--- config.mk ---
export PLATFORM = sky130hd
export DESIGN_NAME = lsu_mem_bridge
export DESIGN_NICKNAME = d
export VERILOG_FILES = /design/src/rtl/lsu_mem_bridge_pkg.sv /design/src/rtl/lsu_align.sv /design/src/rtl/lsu_mem_bridge.sv
export SDC_FILE = /design/constraint.sdc
export NUM_CORES = 1
export LEC_CHECK = 0
export ABC_AREA = 1
export BUFFER_PORTS_ARGS = -buffer_cell sky130_fd_sc_hd__buf_2
export CAP_MARGIN = 30
export CORE_ASPECT_RATIO = 1.2
export CORE_MARGIN = 3
export CORE_UTILIZATION = 37
export CTS_CLUSTER_SIZE = 20
export DETAILED_ROUTE_END_ITERATION = 8
export PLACE_DENSITY = 0.72
export SLEW_MARGIN = 15
export SYNTH_ARGS = -nofsm -noshare
export SYNTH_HDL_FRONTEND = slang
export SYNTH_SLANG_ARGS = --single-unit
--- constraint.sdc ---
create_clock -name clk -period 2.8 [get_ports clk]
set_input_delay 0.42 -clock clk [delete_from_list [all_inputs] [get_ports clk]]
set_output_delay 0.42 -clock clk [all_outputs]
set_load 0.01 [all_outputs]
--- src/rtl/lsu_mem_bridge_pkg.sv ---
// Shared types and funct3 encodings for the load/store bridge.
package lsu_mem_bridge_pkg;

    typedef enum logic [1:0] {
        IDLE,
        BUS,
        RESP
    } state_e;

    localparam logic [2:0] F3_B  = 3'b000;
    localparam logic [2:0] F3_H  = 3'b001;
    localparam logic [2:0] F3_W  = 3'b010;
    localparam logic [2:0] F3_BU = 3'b100;
    localparam logic [2:0] F3_HU = 3'b101;

    typedef enum logic [1:0] {
        SZ_B,
        SZ_H,
        SZ_W,
        SZ_X
    } size_e;

    function automatic size_e f3_size(input logic [2:0] f3);
        case (f3[1:0])
            2'b00:   return SZ_B;
            2'b01:   return SZ_H;
            2'b10:   return SZ_W;
            default: return SZ_X;
        endcase
    endfunction

endpackage

--- src/rtl/lsu_align.sv ---
// Combinational lane logic: byte enables, store replication, load extension
// and legality/alignment decode for one access.
module lsu_align
    import lsu_mem_bridge_pkg::*;
(
    input  logic        we,
    input  logic [2:0]  func3,
    input  logic [1:0]  addr,
    input  logic [31:0] wdata,
    input  logic [31:0] rdata,
    output logic [3:0]  be,
    output logic [31:0] wdata_rep,
    output logic [31:0] rdata_ext,
    output logic        misaligned,
    output logic        illegal
);

    size_e       size;
    logic [7:0]  byte_lane;
    logic [15:0] half_lane;

    always_comb begin
        size = f3_size(func3);

        // Unsigned variants exist only for loads.
        case (func3)
            F3_B, F3_H, F3_W: illegal = 1'b0;
            F3_BU, F3_HU:     illegal = we;
            default:          illegal = 1'b1;
        endcase

        be         = '0;
        wdata_rep  = wdata;
        misaligned = 1'b0;
        case (size)
            SZ_B: begin
                be        = 4'b0001 << addr;
                wdata_rep = {4{wdata[7:0]}};
            end
            SZ_H: begin
                be         = 4'b0011 << {addr[1], 1'b0};
                wdata_rep  = {2{wdata[15:0]}};
                misaligned = addr[0];
            end
            SZ_W: begin
                be         = 4'b1111;
                misaligned = |addr;
            end
            default: ;
        endcase

        case (addr)
            2'd0:    byte_lane = rdata[7:0];
            2'd1:    byte_lane = rdata[15:8];
            2'd2:    byte_lane = rdata[23:16];
            default: byte_lane = rdata[31:24];
        endcase
        half_lane = addr[1] ? rdata[31:16] : rdata[15:0];

        rdata_ext = rdata;
        case (size)
            SZ_B: rdata_ext = func3[2] ? {24'b0, byte_lane}
                                       : {{24{byte_lane[7]}}, byte_lane};
            SZ_H: rdata_ext = func3[2] ? {16'b0, half_lane}
                                       : {{16{half_lane[15]}}, half_lane};
            default: ;
        endcase
    end

endmodule

--- src/rtl/lsu_mem_bridge.sv ---
// Single-outstanding load/store bridge from the core's memory stage to a
// word-wide SRAM with ack handshake and timeout.
module lsu_mem_bridge
    import lsu_mem_bridge_pkg::*;
#(
    parameter int ADDR_W  = 16,
    parameter int TIMEOUT = 16
) (
    input  logic              clk,
    input  logic              rst,
    input  logic              req_valid,
    output logic              req_ready,
    input  logic              req_we,
    input  logic [2:0]        req_func3,
    input  logic [ADDR_W-1:0] req_addr,
    input  logic [31:0]       req_wdata,
    output logic              resp_valid,
    output logic [31:0]       resp_rdata,
    output logic              resp_err,
    output logic              mem_en,
    output logic              mem_we,
    output logic [3:0]        mem_be,
    output logic [ADDR_W-3:0] mem_addr,
    output logic [31:0]       mem_wdata,
    input  logic [31:0]       mem_rdata,
    input  logic              mem_ack
);

    localparam logic [7:0] WAIT_LAST = 8'(TIMEOUT - 1);

    state_e            state_q, state_d;
    logic              we_q, we_d;
    logic [2:0]        func3_q, func3_d;
    logic [1:0]        addr_lo_q, addr_lo_d;
    logic [7:0]        wait_cnt_q, wait_cnt_d;
    logic              resp_valid_q, resp_valid_d;
    logic [31:0]       resp_rdata_q, resp_rdata_d;
    logic              resp_err_q, resp_err_d;
    logic              mem_en_q, mem_en_d;
    logic              mem_we_q, mem_we_d;
    logic [3:0]        mem_be_q, mem_be_d;
    logic [ADDR_W-3:0] mem_addr_q, mem_addr_d;
    logic [31:0]       mem_wdata_q, mem_wdata_d;

    logic        a_we;
    logic [2:0]  a_func3;
    logic [1:0]  a_addr;
    logic [3:0]  a_be;
    logic [31:0] a_wdata_rep;
    logic [31:0] a_rdata_ext;
    logic        a_misaligned;
    logic        a_illegal;

    // One aligner serves both phases: live request in IDLE, latched request afterwards.
    always_comb begin
        if (state_q == IDLE) begin
            a_we    = req_we;
            a_func3 = req_func3;
            a_addr  = req_addr[1:0];
        end else begin
            a_we    = we_q;
            a_func3 = func3_q;
            a_addr  = addr_lo_q;
        end
    end

    lsu_align u_align (
        .we         (a_we),
        .func3      (a_func3),
        .addr       (a_addr),
        .wdata      (req_wdata),
        .rdata      (mem_rdata),
        .be         (a_be),
        .wdata_rep  (a_wdata_rep),
        .rdata_ext  (a_rdata_ext),
        .misaligned (a_misaligned),
        .illegal    (a_illegal)
    );

    always_comb begin
        state_d      = state_q;
        we_d         = we_q;
        func3_d      = func3_q;
        addr_lo_d    = addr_lo_q;
        wait_cnt_d   = wait_cnt_q;
        resp_valid_d = 1'b0;
        resp_rdata_d = resp_rdata_q;
        resp_err_d   = resp_err_q;
        mem_en_d     = mem_en_q;
        mem_we_d     = mem_we_q;
        mem_be_d     = mem_be_q;
        mem_addr_d   = mem_addr_q;
        mem_wdata_d  = mem_wdata_q;

        case (state_q)
            IDLE: begin
                if (req_valid) begin
                    we_d      = req_we;
                    func3_d   = req_func3;
                    addr_lo_d = req_addr[1:0];
                    if (a_illegal || a_misaligned) begin
                        state_d      = RESP;
                        resp_valid_d = 1'b1;
                        resp_err_d   = 1'b1;
                        resp_rdata_d = '0;
                    end else begin
                        state_d     = BUS;
                        wait_cnt_d  = '0;
                        mem_en_d    = 1'b1;
                        mem_we_d    = req_we;
                        mem_be_d    = a_be;
                        mem_addr_d  = req_addr[ADDR_W-1:2];
                        mem_wdata_d = a_wdata_rep;
                    end
                end
            end
            BUS: begin
                // An ack in the final wait cycle still wins over the timeout.
                if (mem_ack) begin
                    state_d      = RESP;
                    mem_en_d     = 1'b0;
                    mem_we_d     = 1'b0;
                    resp_valid_d = 1'b1;
                    resp_err_d   = 1'b0;
                    resp_rdata_d = we_q ? '0 : a_rdata_ext;
                end else if (wait_cnt_q == WAIT_LAST) begin
                    state_d      = RESP;
                    mem_en_d     = 1'b0;
                    mem_we_d     = 1'b0;
                    resp_valid_d = 1'b1;
                    resp_err_d   = 1'b1;
                    resp_rdata_d = '0;
                end else begin
                    wait_cnt_d = wait_cnt_q + 8'd1;
                end
            end
            RESP: begin
                state_d = IDLE;
            end
            default: begin
                state_d = IDLE;
            end
        endcase
    end

    always_ff @(posedge clk) begin
        if (rst) begin
            state_q      <= IDLE;
            we_q         <= 1'b0;
            func3_q      <= '0;
            addr_lo_q    <= '0;
            wait_cnt_q   <= '0;
            resp_valid_q <= 1'b0;
            resp_rdata_q <= '0;
            resp_err_q   <= 1'b0;
            mem_en_q     <= 1'b0;
            mem_we_q     <= 1'b0;
            mem_be_q     <= '0;
            mem_addr_q   <= '0;
            mem_wdata_q  <= '0;
        end else begin
            state_q      <= state_d;
            we_q         <= we_d;
            func3_q      <= func3_d;
            addr_lo_q    <= addr_lo_d;
            wait_cnt_q   <= wait_cnt_d;
            resp_valid_q <= resp_valid_d;
            resp_rdata_q <= resp_rdata_d;
            resp_err_q   <= resp_err_d;
            mem_en_q     <= mem_en_d;
            mem_we_q     <= mem_we_d;
            mem_be_q     <= mem_be_d;
            mem_addr_q   <= mem_addr_d;
            mem_wdata_q  <= mem_wdata_d;
        end
    end

    assign req_ready  = (state_q == IDLE);
    assign resp_valid = resp_valid_q;
    assign resp_rdata = resp_rdata_q;
    assign resp_err   = resp_err_q;
    assign mem_en     = mem_en_q;
    assign mem_we     = mem_we_q;
    assign mem_be     = mem_be_q;
    assign mem_addr   = mem_addr_q;
    assign mem_wdata  = mem_wdata_q;

endmodule

==> results.ini <==
[drt]
via_per_inst=5.096
vias=5335
drc_errors=0
drt_wl_total_mm=15.34
ant_nets=0
wl_per_cell_um=14.65
dr.pass1.iters=8
initialDrtViolationCount=495

[synthesis]
synth_mux_area_share_pct=0
synthArstFlopShare_pct=0
synth_seq_cells=102
syn_avg_cell_area_um2=7.194
synth_seq_area_share_pct=39.76
yosysWarnings=0
yosys.area_share.simple_pct=27.02
syn-cell-area_mm2=0.005136
synthAdderAreaFrac_pct=1.462
synth-xor-area-share_pct=0.5116
yosysUniqueCellTypes=38
synth_top_family_by_area=simple AND/OR/NAND/NOR gates
synth_fp_nets=808
synth_edf_count=0
synth-compound-area-share_pct=22.27
synthesis.instances=714
ys.flop_type=dfxtp_1

[critical_path]
end_kind=flop
path_cells=inv_1, nand2_2, or2_2, o21ai_0, inv_1, ha_1, or2_2, o21ai_2, nand2_2, nand4_4, inv_2, buf_12, o21ai_0, a21oi_1
worstSetupPathType=reg -> reg
slowest_delay_ns=0.34
arrival_ns=2.76
crit_slowest_cell=dfxtp_1
timing.critical_path.buf_inv=4
path_max_fanout=59
startpoint_type=flop
path_delay_family=simple AND/OR/NAND/NOR gates
required_ns=3.02

[cts]
clk_latency_ns=0.34
cts_tree=built
h-tree-depth=3
clk_pin_slew_ns=0.07
clock-root-buffer=clkbuf_16
clk_path_buf_depth=2
cts.sinks=102
cts_setup_buffers=0
cts_made_buffers=9

[die]
rows=46
die_area_mm2=0.01534
pin_count=175
initial_core_util_pct=38.30
fp.coreArea_mm2=0.01341
die_width_um=113.6
die_h_um=135.1

[timing]
skew_ns=0.005655
clock.fmax_mhz=394.1
period_minus_slack_ns=2.537
slew_headroom_pct=47.10
whs_ns=0.3203
setup_viol=0
hold_violations=0
period_share_pct=90.61
slew_viol_final=0
rsz0062_at_grt=false
tns_ns=0
tightest_slew_ns=0.7935

[layout]
instances_no_fill=1047
syn2layout_area_growth_pct=26.43
n_antenna_cell=0
drive_gt1_share_pct=31.29
nets=968
fill_cells=1365
multi_input_area_mm2=0.002653
seqCellArea_mm2=0.002042

[global_route]
grt_pass1_vias=4949
grt_max_degree=70
grt_pass1_wl_mm=24.03
antenna_found_initial=0
grt_overflow=0
grt_usage_pct=19.34

[place]
port_buffers=174
dp.cells=1030
dp_hpwl_mm=11.12
place_congestion=0.8713

[job]
cap_violations=0

[hold_path]
hold_class=in -> reg

[status]
status=finished clean

[power_and_ir_drop]
powerDensity_mw_per_mm2=970.7
leakage_nw=2.984
vdd_drop_max_v=0.0004197

[power breakdown]
part	internal (W)	total [W]	switching, W	leakage [nW]
clock network	0.000707	0.00129	0.000587	0.148
logic	0.00110	0.00303	0.00194	2.01
registers	0.00180	0.00198	0.000176	0.830
[worst register-to-register path: stages, from the launching register on]
cell	delay, ns
dfxtp_1	0.34
inv_1	0.09
nand2_2	0.10
or2_2	0.28
o21ai_0	0.10
inv_1	0.10
ha_1	0.24
or2_2	0.30
o21ai_2	0.13
nand2_2	0.10
nand4_4	0.14
inv_2	0.07
buf_12	0.19
o21ai_0	0.19
a21oi_1	0.05
[final cells by class]
type | count | area share [%]
flip-flops and latches | 102 | 31.45
inverters | 56 | 3.237
clock buffers | 9 | 3.468
clock inverters | 7 | 1.233
well taps | 168 | 3.237
multi-input cells | 510 | 40.85
repair buffers | 195 | 16.53
[worst paths after layout]
path / start / endpoint / slack [ns] / cells after the start
hold / removal: req_addr[15] / mem_addr[13] / 0.32 / 3
hold reg to reg: resp_rdata[16] / resp_rdata[16] / 0.46 / 2
setup / recovery: state_q[0] / mem_wdata[3] / 0.26 / 14
setup reg to reg: state_q[0] / mem_wdata[3] / 0.26 / 14
[sequential cells by signal, summed over array words and instances, names as in the netlist, 2 cells and up]
signal,flops
addr_lo_q,2
func3_q,3
mem_addr,14
mem_be,4
mem_wdata,32
resp_rdata,32
state_q,2
wait_cnt_q,8
[layer usage]
metal	vias to the layer above	part of all wire (%)	track usage [%]
met4	0	2.2	7.081
met5	-	0	0
met1	2398	41	23.53
li1	2687	-	-
met2	228	48	33.50
met3	22	8.4	4.034
[repair_timing]
item | in CTS | in global routing
hold buffers | 0 | 0
setup endpoints to repair | 0 | 86
resized for setup | 0 | 13
[cells in the final DEF (no fill, tap or decap), types with 8 or more instances in the layout]
cell type / synthesis / layout
nor2_1: 26 / 24
o22ai_1: 8 / 8
o21ai_0: 51 / 42
nand3_1: 42 / 42
nand2_1: 179 / 177
inv_1: 55 / 55
o21ai_1: 1 / 9
a21oi_2: 10 / 10
nand2_2: 15 / 17
nand3_2: 12 / 12
a22oi_1: 11 / 11
buf_2: 14 / 174
buf_4: 1 / 18
a21oi_1: 107 / 107
or2_2: 13 / 13
clkbuf_16: 0 / 9
dfxtp_1: 102 / 102
[cell usage after synthesis (2+ instances only)]
| master | instances | area share, % |
|---|---|---|
| nand2_1 | 179 | 13 |
| a21oi_2 | 10 | 1.7 |
| o21ai_0 | 51 | 5.0 |
| nand3_4 | 2 | 0.68 |
| buf_2 | 14 | 1.4 |
| a32oi_1 | 3 | 0.51 |
| nand2_2 | 15 | 1.8 |
| o21a_1 | 3 | 0.44 |
| dfxtp_1 | 102 | 40 |
| a21oi_1 | 107 | 10 |
| buf_6 | 6 | 1.3 |
| xor2_1 | 2 | 0.34 |
| o22ai_1 | 8 | 0.97 |
| or2_2 | 13 | 1.6 |
| a31oi_1 | 4 | 0.49 |
| o211ai_1 | 5 | 0.73 |
| nor2_1 | 26 | 1.9 |
| a22oi_1 | 11 | 1.6 |
| nand3_1 | 42 | 4.1 |
| ha_1 | 6 | 1.5 |
| clkbuf_1 | 22 | 1.6 |
| nand2_4 | 2 | 0.44 |
| nand3_2 | 12 | 2.3 |
| inv_1 | 55 | 4.0 |
[kinds of logic (layout without fill, tap and decap cells)]
group / count (synthesis) / in the layout
AO/OA/AOI/OAI: 205 / 205
adder cells (fa/ha/maj): 6 / 6
buffers and inverters: 102 / 267
flip-flops: 102 / 102
XOR/XNOR: 3 / 3
AND/OR/NAND/NOR: 296 / 296
[through the flow]
step / power [W] / utilization (%) / setup slack (ns) / cell area, um2
4_1_cts: 0.006312 / 48.13 / 0.1541 / 6455
3_5_place_dp: 0.005003 / 45.86 / 0.1481 / 6150
5_1_grt: 0.006769 / 48.42 / 0.009839 / 6494
2_1_floorplan: 0.004090 / - / 0.1837 / 5136
6_report: 0.006303 / 48.42 / 0.2629 / 6494
3_3_place_gp: 0.004981 / 45.86 / 0.2091 / 6150
Power figures use the tool's default switching activity.
